<file path="config.mk">
export PLATFORM = sky130hd
export DESIGN_NAME = cache_fill_fsm
export DESIGN_NICKNAME = d
export VERILOG_FILES = /design/src/rtl/cache_fill_fsm_pkg.sv /design/src/rtl/cache_fill_fsm_fill_counter.sv /design/src/rtl/cache_fill_fsm.sv
export SDC_FILE = /design/constraint.sdc
export NUM_CORES = 1
export LEC_CHECK = 0
export ABC_CLOCK_PERIOD_IN_PS = 2800
export BUFFER_PORTS_ARGS = -buffer_cell sky130_fd_sc_hd__buf_2
export CORE_ASPECT_RATIO = 1.5
export CORE_MARGIN = 3
export CORE_UTILIZATION = 48
export DETAILED_ROUTE_END_ITERATION = 10
export GPL_ROUTABILITY_DRIVEN = 0
export PLACE_DENSITY = 0.9
export SYNTH_ARGS = -nofsm -noshare
export SYNTH_HDL_FRONTEND = slang
export SYNTH_HIERARCHICAL = 1
export SYNTH_SLANG_ARGS = --single-unit
export TNS_END_PERCENT = 20
</file>
<file path="constraint.sdc">
create_clock -name clk -period 2.8 [get_ports clk]
set_input_delay 0.56 -clock clk [delete_from_list [all_inputs] [get_ports clk]]
set_output_delay 0.56 -clock clk [all_outputs]
set_load 0.02 [all_outputs]
</file>
<file path="src/rtl/cache_fill_fsm_pkg.sv">
`default_nettype none
// ============================================================================
// Module : cache_fill_fsm_pkg
// Purpose: Shared definitions for the cache miss fill controller and the
//          cache data/tag array blocks: default geometry, fill state
//          encodings and helpers that derive counter/offset widths.
// Ports  : none (package)
// Rev    : 1.0  initial release
// ============================================================================
package cache_fill_fsm_pkg;

  localparam int ADDR_W_DEFAULT      = 16;
  localparam int BLOCK_WORDS_DEFAULT = 8;

  typedef enum logic [1:0] {
    ST_IDLE = 2'b00,
    ST_FILL = 2'b01,
    ST_DONE = 2'b10
  } fill_state_t;

  // Counters must reach BLOCK_WORDS itself, hence one extra bit.
  function automatic int cnt_width(input int block_words);
    return $clog2(block_words) + 1;
  endfunction

  // Byte-offset bits inside a block of 16-bit words.
  function automatic int offset_width(input int block_words);
    return $clog2(2 * block_words);
  endfunction

endpackage
`default_nettype wire

</file>
<file path="src/rtl/cache_fill_fsm_fill_counter.sv">
`default_nettype none
// ============================================================================
// Module : cache_fill_fsm_fill_counter
// Purpose: Small up-counter with synchronous clear/increment and a flag that
//          is high while the count equals LIMIT.
// Ports  : clk, rst_n     clock, async active-low reset
//          clear, inc     clear has priority over increment
//          count          current count value
//          at_limit       count == LIMIT
// Rev    : 1.0  initial release
// ============================================================================
module cache_fill_fsm_fill_counter #(
  parameter int WIDTH = 4,
  parameter int LIMIT = 8
) (
  input  logic             clk,
  input  logic             rst_n,
  input  logic             clear,
  input  logic             inc,
  output logic [WIDTH-1:0] count,
  output logic             at_limit
);

  always_ff @(posedge clk or negedge rst_n) begin
    if (!rst_n) begin
      count <= '0;
    end else if (clear) begin
      count <= '0;
    end else if (inc) begin
      count <= count + 1'b1;
    end
  end

  assign at_limit = (count == WIDTH'(LIMIT));

endmodule
`default_nettype wire

</file>
<file path="src/rtl/cache_fill_fsm.sv">
`default_nettype none
// ============================================================================
// Module : cache_fill_fsm
// Purpose: Cache miss fill controller. On a miss it stalls the pipeline,
//          issues one memory read per cycle for every word of the aligned
//          block, writes each returned word into the data array, writes the
//          tag/valid entry with the last word and pulses fill_done.
// Ports  : clk, rst_n                 clock, async active-low reset
//          miss_detected/miss_address lookup miss request (held until done)
//          fsm_busy                    pipeline stall
//          memory_request/_address     one read issue per cycle
//          memory_data_valid/_data     in-order read returns
//          write_data_array, fill_word_sel, fill_data   data array write
//          write_tag_array             tag/valid write (with last word)
//          fill_done                   one-cycle completion pulse
// Rev    : 1.0  initial release
// ============================================================================
module cache_fill_fsm
  import cache_fill_fsm_pkg::*;
#(
  parameter int ADDR_W      = ADDR_W_DEFAULT,
  parameter int BLOCK_WORDS = BLOCK_WORDS_DEFAULT
) (
  input  logic                           clk,
  input  logic                           rst_n,
  input  logic                           miss_detected,
  input  logic [ADDR_W-1:0]              miss_address,
  output logic                           fsm_busy,
  output logic                           memory_request,
  output logic [ADDR_W-1:0]              memory_address,
  input  logic                           memory_data_valid,
  input  logic [ADDR_W-1:0]              memory_data,
  output logic                           write_data_array,
  output logic                           write_tag_array,
  output logic [$clog2(BLOCK_WORDS)-1:0] fill_word_sel,
  output logic [ADDR_W-1:0]              fill_data,
  output logic                           fill_done
);

  localparam int CNT_W = cnt_width(BLOCK_WORDS);
  localparam int OFF_W = offset_width(BLOCK_WORDS);
  localparam int SEL_W = $clog2(BLOCK_WORDS);

  fill_state_t       state;
  logic [ADDR_W-1:0] base;
  logic [CNT_W-1:0]  req_cnt;
  logic [CNT_W-1:0]  rsp_cnt;
  logic              req_all_sent;
  logic              rsp_is_last;
  logic              cnt_clear;
  logic              in_idle;
  logic              in_fill;
  logic              unused_ok;

  assign in_idle   = (state == ST_IDLE);
  assign in_fill   = (state == ST_FILL);
  // Both counters sit at zero whenever a new miss can be accepted.
  assign cnt_clear = in_idle;

  cache_fill_fsm_fill_counter #(
    .WIDTH (CNT_W),
    .LIMIT (BLOCK_WORDS)
  ) u_req_cnt (
    .clk      (clk),
    .rst_n    (rst_n),
    .clear    (cnt_clear),
    .inc      (memory_request),
    .count    (req_cnt),
    .at_limit (req_all_sent)
  );

  cache_fill_fsm_fill_counter #(
    .WIDTH (CNT_W),
    .LIMIT (BLOCK_WORDS - 1)
  ) u_rsp_cnt (
    .clk      (clk),
    .rst_n    (rst_n),
    .clear    (cnt_clear),
    .inc      (write_data_array),
    .count    (rsp_cnt),
    .at_limit (rsp_is_last)
  );

  always_ff @(posedge clk or negedge rst_n) begin
    if (!rst_n) begin
      state <= ST_IDLE;
      base  <= '0;
    end else begin
      case (state)
        ST_IDLE: begin
          if (miss_detected) begin
            base  <= {miss_address[ADDR_W-1:OFF_W], {OFF_W{1'b0}}};
            state <= ST_FILL;
          end
        end
        ST_FILL: begin
          if (write_tag_array) begin
            state <= ST_DONE;
          end
        end
        ST_DONE: begin
          // Requester may still hold miss_detected here; it is ignored.
          state <= ST_IDLE;
        end
        default: begin
          state <= ST_IDLE;
        end
      endcase
    end
  end

  // Stall already in the miss cycle. Reset must silence the stall even while
  // the requester keeps miss_detected asserted.
  assign fsm_busy = !in_idle || (miss_detected && rst_n);

  assign memory_request = in_fill && !req_all_sent;
  // Base is block aligned, so the word offset never carries out of the block.
  assign memory_address = memory_request
                        ? base + ADDR_W'({req_cnt, 1'b0})
                        : '0;

  assign write_data_array = in_fill && memory_data_valid;
  assign write_tag_array  = write_data_array && rsp_is_last;
  assign fill_word_sel    = write_data_array ? rsp_cnt[SEL_W-1:0] : '0;
  assign fill_data        = write_data_array ? memory_data : '0;
  assign fill_done        = (state == ST_DONE);

  // Offset bits of the miss address are dropped by alignment.
  assign unused_ok = &{1'b0, miss_address[OFF_W-1:0]};

endmodule
`default_nettype wire
</file>
# Word level (Yosys, flattened, before mapping)
# Cells that the tools add are included.
dict set report totals {
  reg_bits 22
  output_inout_bits 40
  wordCells 35
}
dict set report op_classes {
  n_addsub 3
  eq_ne 6
  mux 10
  reduce_logical 12
}
# op n
set op_table {}
lappend op_table {{16-bit 2-to-1 mux} 2}
lappend op_table {{16-bit by 5-bit adder with 16-bit output} 1}
lappend op_table {{4-bit 2-to-1 mux} 4}
lappend op_table {{4-bit by 1-bit adder with 4-bit output, second input constant} 2}
lappend op_table {{4-bit by 3-bit equality test with 1-bit output, second input constant} 1}
lappend op_table {{4-bit equality test, second input constant} 1}
lappend op_table {{1-bit logical AND} 4}
lappend op_table {{2-bit 2-to-1 mux} 2}
lappend op_table {{2-bit inequality test, second input constant} 2}
lappend op_table {{2-bit one-hot mux with 2 select lines} 1}
lappend op_table {{2-bit AND reduction} 2}
lappend op_table {{2-bit nonzero test} 2}
lappend op_table {{3-bit 2-to-1 mux} 1}
lappend op_table {{2-bit by 1-bit equality test with 1-bit output, second input constant} 1}
lappend op_table {{2-bit equality test, second input constant} 1}
lappend op_table {{1-bit zero test} 2}
lappend op_table {{2-bit zero test} 1}
lappend op_table {{1-bit logical OR} 1}

# Longest topological paths before layout
# Gate-level depths: netlist of run 1.
dict set report logic_depth {
  depth_word 5
  depth_mapped 9
  mapped_depth_nobuf 8
}

# Modules after synthesis
# The synthesis of run 1 kept the hierarchy.
# mod n_inst cells_per_inst area_per_inst_um2 seq_area_each_um2
set by_module_without_submodules {}
lappend by_module_without_submodules {cache_fill_fsm 1 109 1007.2 350.3}
lappend by_module_without_submodules {{cache_fill_fsm_fill_counter (u_req_cnt)} 1 21 220.2 100.1}
lappend by_module_without_submodules {{cache_fill_fsm_fill_counter (u_rsp_cnt)} 1 18 200.2 100.1}

# Worst setup path before layout of run 1
# OpenSTA, ideal clock, no wires.
dict set report synth_path {
  kind {reg-to-output}
  startpoint {register u_req_cnt.count[0]}
  endpoint {output memory_address[8]}
  t_arrival_ns 1.710
  t_required_ns 2.240
  setup_slack_ns 0.530
  path_stages_with_launch 9
  cell_sequence {dfrtp_1 > inv_1 > ha_1 > nand2_1 > nor2_1 > or3b_1 > clkbuf_1 > inv_2 > and2_1}
}
dict set report synth_via {
  elab_chain_len 4
  word_cells_on_any_way 5
}
# item line_no
set synth_rtl {}
lappend synth_rtl {{from (decl)} cache_fill_fsm_fill_counter.sv:20} ;# output logic [WIDTH-1:0] count,
lappend synth_rtl {{from (signal assigned)} cache_fill_fsm_fill_counter.sv:30} ;# count <= count + 1'b1;
lappend synth_rtl {{4-bit equality test} cache_fill_fsm_fill_counter.sv:34} ;# assign at_limit = (count == WIDTH'(LIMIT));
lappend synth_rtl {{net req_all_sent} cache_fill_fsm.sv:48} ;# logic req_all_sent;
lappend synth_rtl {{1-bit zero test} cache_fill_fsm.sv:116} ;# assign memory_request = in_fill && !req_all_sent;
lappend synth_rtl {{1-bit logical AND} cache_fill_fsm.sv:116}
lappend synth_rtl {{net memory_request} cache_fill_fsm.sv:29} ;# output logic memory_request,
lappend synth_rtl {{16-bit 2-to-1 mux} cache_fill_fsm.sv:119} ;# ? base + ADDR_W'({req_cnt, 1'b0})
lappend synth_rtl {{to (decl)} cache_fill_fsm.sv:30} ;# output logic [ADDR_W-1:0] memory_address,
# The timed path passes the listed nets, and every way through them passes these cells.

# Worst setup path in the final report of run 1
dict set report layout_path {
  startpoint {register u_req_cnt.count[3]}
  endpoint {output memory_address[15]}
}
dict set report layout_via {
  elab_chain_len 4
  word_cells_on_any_way 5
}
# item line_no
set layout_rtl {}
lappend layout_rtl {{parallel branches: the longest is 3 deep, another holds 16-bit by 5-bit adder with 16-bit output} -}
lappend layout_rtl {{16-bit 2-to-1 mux (*)} cache_fill_fsm.sv:119}
# Every way passes the cells marked *.

==> results.tsv, run 1 <==
stage	metric	value	unit
cts	number of setup buffers added after CTS	0	
routing	post-detailed-route via-to-cell ratio	5.14	
synth	unique cell type count in the Yosys netlist	34	
power_and_ir_drop	total power per unit cell area	1110	nW/um^2
critical_path	setup slack, reg-to-reg	870	ps
routing	drt first-iter violations	32	
synth	number of flip-flops and latches in the synthesized netlist	22	
routing	total vias in the final route	1322	
synth	syn nets	189	
cts	total clock buffers created by CTS	3	
finish	final std cells w/o fill	257	
cts	number of sinks handled by clock tree synthesis	22	
cts	depth of the CTS H-tree	1	
finish	ant diodes	0	
outcome	status	completed	
critical_path	critical path launch point type	flop	
power_and_ir_drop	cell leakage power	0.968	nW
power_and_ir_drop	part of the total power dissipated in sequential elements	31.4	%
synth	sequential share of the synthesized area	38.6	%
synth	number of synthesized flops with an enable pin	0	
timing	slew of the pin with the lowest slew margin	542	ps
critical_path	Slowest-stage cell, CP	or4_1	
critical_path	total buffers and inverters traversed by the critical path	1	
floorplan	number of rows in the core area	23	
floorplan	die area	3680	um^2
floorplan	top-level I/O count	76	
power_and_ir_drop	clock network fraction of total power	10.7	%
timing	Setup violations, final	0	
placement	Port Buffer Count	70	
synth	average cell area after synthesis	9.65	um^2
routing	highest metal layer with signal wires	met4	
synth	Yosys warning count	6	
floorplan	Die Span Y	72.8	um
critical_path	data required time at the worst endpoint	2240	ps
synth	leading cell types by total area after synthesis	dfrtp_1, and2_1, mux2_1	
cts	CTS tree	done	
global_route	Tot GR Track Use	18.4	%
finish	# fillers	231	
global_route	wire length of the first global-routing pass	5280	um
power_and_ir_drop	power consumption	0.00209	W
synth	share of the synthesized area in the top cell type	38.6	%
critical_path	maximum fanout along the worst path	8	
finish	growth of design area from synthesis to finish	31.9	%
placement	total placed cells including tap cells	253	
floorplan	starting density of the core	51.7	%
routing	met3 routed WL	337	um
critical_path	list of cells traversed by the critical path	ha_1 > nand4_2 > or4_1 > a21oi_1 > buf_2	
cts	register clock-pin slew on the reported worst setup and hold paths	80	ps
timing	number of failing hold endpoints at the final stage	0	
finish	# nets final	262	
critical_path	cell family contributing the most delay on the critical path	simple AND/OR/NAND/NOR gates	
timing	final-layout setup total negative slack	0	ps
global_route	leftover overflow at the end of global routing	0	
power_and_ir_drop	Sw Share	46.5	%
hold_path	worst min path class	input pin to async pin	
finish	top library cells by usage in the layout, fill and taps aside	buf_2, and2_1, dfrtp_1	
synth	async set or reset register ratio after synthesis	100	%
routing	first-pass iteration count of the detailed router	6	
routing	routed wl met2	1540	um
routing	routed length on met1	1200	um
finish	fraction of final layout cells with drive strength greater than 1	41.4	%
timing	Final Max Slew Viols	0	
routing	detail-routed net length per standard cell	12.1	um
floorplan	Core Area	2760	um^2
critical_path	Max stage delay on crit path	520	ps
finish	commonest non-fill, non-tap cell in the layout	buf_2	
placement	Final HPWL DP	2470	um
global_route	number of antenna violations at the first check in global routing	0	
timing	skew final	3.66	ps
floorplan	Die W	50.5	um
routing	final routed DRC violation total	0	
cts	cell at the root of the clock tree	clkbuf_8	
power_and_ir_drop	total internal power	0.00112	W
flow_run	maxcap violations	0	
power_and_ir_drop	portion of total power attributed to combinational logic	57.8	%
synth	area of the mapped netlist	1430	um^2
global_route	via count of the first global-routing pass	1276	
routing	total wire length	3120	um
timing	Tcrit/Tclk final	91.3	%
timing	tightest slew margin relative to the limit	63.9	%
timing	Max Fclk	0.391	GHz
cts	clk buf depth	2	
routing	number of nets with antenna violations after detailed routing	0	
synth	Most used DFF post-synth	dfrtp_1	
power_and_ir_drop	Peak VDD IR	0.666	mV
power_and_ir_drop	Net Switching	0.000972	W
timing	Final min period	2560	ps
synth	Gate Count Post-Synth	148	
critical_path	Worst Path Class, Setup	flop to output pin	
global_route	largest net degree at the start of global routing	23	
timing	RSZ-0062 raised after global routing	false	
cts	clock latency of the later-clocked register in the worst-skew pair	260	ps
critical_path	arrival time of data at the critical path endpoint	2000	ps
critical_path	Worst Setup End Kind	output pin	
synth	library cell with the largest summed area after synthesis	dfrtp_1	
-- routing by layer --
layer,global-route usage [%],vias to the layer above
li1,-,651
met2,34.6,75
met3,3.27,3
met4,6.29,0
met1,20.4,593
met5,0,-
-- worst reg2reg max path: stages, from the launching register on --
cell,delay [ps]
dfrtp_1,410
inv_1,70
ha_1,190
nand2_1,60
nor2_1,50
or3b_4,450
inv_4,140
nand4_1,140
mux2_4,310
-- logic make-up after synthesis --
family                     Yosys count  synth area share (%)
and+or+nand+nor                     69                  28.5
DFF                                 22                  38.6
AOI/OAI and AO/OA                   19                  8.68
muxes                               16                  13.0
buffers and inverters               10                  2.98
xor gates and xnor gates             6                  3.68
adders and majority gates            5                  4.38
other                                1                 0.263
-- final timing paths --
kind,start,to,depth (start not counted)
worst max-delay path,u_req_cnt/count[3],memory_address[15],5
worst min-delay path,rst_n,state[0],2
worst max register to register,u_req_cnt/count[0],u_req_cnt/count[3],8
worst min register to register,state[1],state[0],1
max in group asynchronous,rst_n,base[9],2
min in group clk,memory_data_valid,state[0],2
-- Yosys cell counts, types with 4 or more instances --
cell type,number
a21oi_1,8
and2_1,27
dfrtp_1,22
ha_1,5
inv_1,4
mux2_1,7
mux2_2,5
nand2_1,7
nor2_1,13
o31ai_1,4
or4_1,4
xnor2_1,4
-- what timing repair did --
action | 4_1_cts | 5_1_grt
setup endpoints to repair | 0 | 6
hold buffers | 0 | 0
resized for setup | 0 | 2
-- stage by stage --
| step | worst slack, ps | hold WS, ps | utilization (%) | cell area, um^2 |
|---|---|---|---|---|
| detailed placement | 401 | 506 | 66.0 | 1820 |
| finish | 244 | 275 | 68.2 | 1880 |
| CTS | 92.0 | 279 | 68.0 | 1880 |
| global placement | 423 | 484 | 66.0 | 1820 |
| floorplan | 530 | 264 | - | 1430 |
| global route | 110 | 304 | 68.2 | 1880 |
-- flip-flops by register name (all words and copies together) (netlist names) --
signal / flops
base: 12
u_req_cnt/count: 4
u_rsp_cnt/count: 4
state: 2
-- power groups by stage --
stage | registers (W) | clock network [W] | logic, W
2_1_floorplan | 0.000613 | 0 | 0.000883
3_3_place_gp | 0.000654 | 0 | 0.00118
3_5_place_dp | 0.000659 | 0 | 0.00120
4_1_cts | 0.000656 | 0.000232 | 0.00121
5_1_grt | 0.000687 | 0.000246 | 0.00134
6_report | 0.000657 | 0.000225 | 0.00121
-- final cells by class --
class / count / area, um^2 / share of cell area [%]
multi-input cells: 116 / 837 / 44.5
flip-flops and latches: 22 / 551 / 29.2
repair buffers: 73 / 373 / 19.8
clock buffers: 4 / 55.1 / 2.92
well taps: 37 / 46.3 / 2.46
inverters: 5 / 21.3 / 1.13
(Power assumes the default switching activity.)
==> run 2, diff against run 1 <==
--- a/config.mk
+++ b/config.mk
@@ -5,7 +5,7 @@
 export SDC_FILE = /design/constraint.sdc
 export NUM_CORES = 1
 export LEC_CHECK = 0
-export ABC_CLOCK_PERIOD_IN_PS = 2800
+export ABC_CLOCK_PERIOD_IN_PS = 3100
 export BUFFER_PORTS_ARGS = -buffer_cell sky130_fd_sc_hd__buf_2
 export CORE_ASPECT_RATIO = 1.5
 export CORE_MARGIN = 3
==> constraint.sdc (replaced) <==
create_clock -name clk -period 3.1 [get_ports clk]
set_input_delay 0.62 -clock clk [delete_from_list [all_inputs] [get_ports clk]]
set_output_delay 0.62 -clock clk [all_outputs]
set_load 0.02 [all_outputs]
==> results.tsv, run 2 (synthesis results as in run 1) <==
stage	metric	value	unit
power_and_ir_drop	total internal power	0.000999	W
critical_path	Max stage delay on crit path	520	ps
cts	register clock-pin slew on the reported worst setup and hold paths	80	ps
power_and_ir_drop	part of the total power dissipated in sequential elements	31.7	%
placement	area post-placement	1820	um^2
floorplan	Core Area	2760	um^2
floorplan	top-level I/O count	76	
finish	flip-flop count of the largest register after layout	12	
power_and_ir_drop	cell leakage power	0.966	nW
timing	number of failing hold endpoints at the final stage	0	
critical_path	Worst Setup End Kind	output pin	
floorplan	Die Span Y	72.8	um
routing	detail-routed net length per standard cell	12.2	um
power_and_ir_drop	Net Switching	0.000880	W
power_and_ir_drop	portion of total power attributed to combinational logic	57.5	%
cts	CTS tree	done	
cts	total clock buffers created by CTS	3	
floorplan	Die W	50.5	um
routing	total vias in the final route	1322	
critical_path	arrival time of data at the critical path endpoint	2120	ps
routing	first-pass iteration count of the detailed router	4	
timing	tightest slew margin relative to the limit	63.5	%
finish	fraction of final layout cells with drive strength greater than 1	40.6	%
floorplan	starting density of the core	51.7	%
cts	clock latency of the later-clocked register in the worst-skew pair	260	ps
critical_path	critical path launch point type	flop	
timing	Setup violations, final	0	
global_route	via count of the first global-routing pass	1249	
timing	Final Max Slew Viols	0	
global_route	wire length of the first global-routing pass	5190	um
outcome	status	completed	
placement	Post-Place Setup Slack	633	ps
timing	final-layout setup total negative slack	0	ps
power_and_ir_drop	total power per unit cell area	1000	nW/um^2
finish	growth of design area from synthesis to finish	31.0	%
critical_path	data required time at the worst endpoint	2480	ps
power_and_ir_drop	power consumption	0.00188	W
routing	total wire length	3120	um
routing	final routed DRC violation total	0	
global_route	Tot GR Track Use	17.6	%
timing	RSZ-0062 raised after global routing	false	
finish	top register by number of flip-flops	base	
cts	count of hold buffers inserted by post-cts repair	0	
cts	depth of the CTS H-tree	1	
finish	final std cell area, no fill	1870	um^2
routing	post-detailed-route via-to-cell ratio	5.16	
finish	top library cells by usage in the layout, fill and taps aside	buf_2, and2_1, dfrtp_1	
timing	skew final	3.42	ps
placement	Final HPWL DP	2420	um
timing	slew of the pin with the lowest slew margin	547	ps
finish	# nets final	261	
critical_path	maximum fanout along the worst path	12	
routing	number of nets with antenna violations after detailed routing	0	
timing	Max Fclk	0.365	GHz
timing	Tcrit/Tclk final	88.5	%
power_and_ir_drop	clock network fraction of total power	10.8	%
cts	number of sinks handled by clock tree synthesis	22	
floorplan	die area	3680	um^2
hold_path	worst min path class	input pin to async pin	
placement	Port Buffer Count	70	
timing	post-route worst setup slack	358	ps
routing	drt first-iter violations	25	
power_and_ir_drop	Peak VDD IR	0.564	mV
finish	commonest non-fill, non-tap cell in the layout	buf_2	
critical_path	Slowest-stage cell, CP	or3b_1	
critical_path	list of cells traversed by the critical path	inv_1 > ha_1 > nand2_1 > nor2_1 > or3b_1 > inv_2 > o21a_1 > buf_2	
cts	cell at the root of the clock tree	clkbuf_8	
cts	cts repair resizes	0	
flow_run	maxcap violations	0	
floorplan	number of rows in the core area	23	
power_and_ir_drop	Sw Share	46.8	%
global_route	number of antenna violations at the first check in global routing	0	
finish	biggest regs	base: 12 flops, u_req_cnt/count: 4 flops, u_rsp_cnt/count: 4 flops	
cts	clk buf depth	2	
finish	ant diodes	0	
global_route	largest net degree at the start of global routing	24	
global_route	leftover overflow at the end of global routing	0	
timing	Final min period	2740	ps
critical_path	Worst Path Class, Setup	flop to output pin	
cts	number of setup buffers added after CTS	0	
-- run 2: cell count changes in the layout (fill, tap and decap cells not counted), sizes merged --
cell and change:
buf -1
-- run 2: worst paths after layout --
kind / from / end / slack, ps / cells after the start
setup / recovery: u_req_cnt/count[0] / memory_address[11] / 360 / 8
hold / removal: rst_n / base[13] / 320 / 1
setup reg to reg: u_req_cnt/count[0] / u_req_cnt/count[3] / 990 / 8
hold reg to reg: state[1] / state[0] / 510 / 1
max in group asynchronous: rst_n / base[9] / 2440 / 1
min in group clk: state[1] / state[0] / 510 / 1
-- run 2: worst max-delay path: cells and delay by family, from the launching register on --
kind | cells | cell delay [ps]
and+or+nand+nor | 3 | 620
AOI/OAI and AO/OA | 1 | 160
adders and majority gates | 1 | 190
buffers and inverters | 3 | 470
DFF | 1 | 420
-- run 2: through the flow --
stage / cells / hold slack [ps] / util [%]
floorplan: 148 / 324 / -
global placement: 252 / 479 / 65.7
detailed placement: 252 / 496 / 65.7
CTS: 256 / 332 / 67.7
global route: 256 / 355 / 67.7
finish: 256 / 318 / 67.7
-- run 2: final cells by class --
class	instances	area [um^2]
repair buffers	72	365
fillers	228	892
clock buffers	4	55.1
inverters	5	18.8
flip-flops and latches	22	551
multi-input cells	116	835
well taps	37	46.3
-- run 2: metal layers --
metal / track usage, % / wire length (um)
met2: 32.4 / 1490
met3: 3.27 / 342
met1: 20.6 / 1260
met4: 4.49 / 31
met5: 0 / 0
-- run 2: power groups by stage --
stage	Sequential (W)	Combinational, W	Clock [W]
finish	0.000596	0.00108	0.000202
global route	0.000624	0.00120	0.000216
CTS	0.000597	0.00109	0.000210
detailed placement	0.000600	0.00109	0
global placement	0.000591	0.00106	0
floorplan	0.000553	0.000797	0
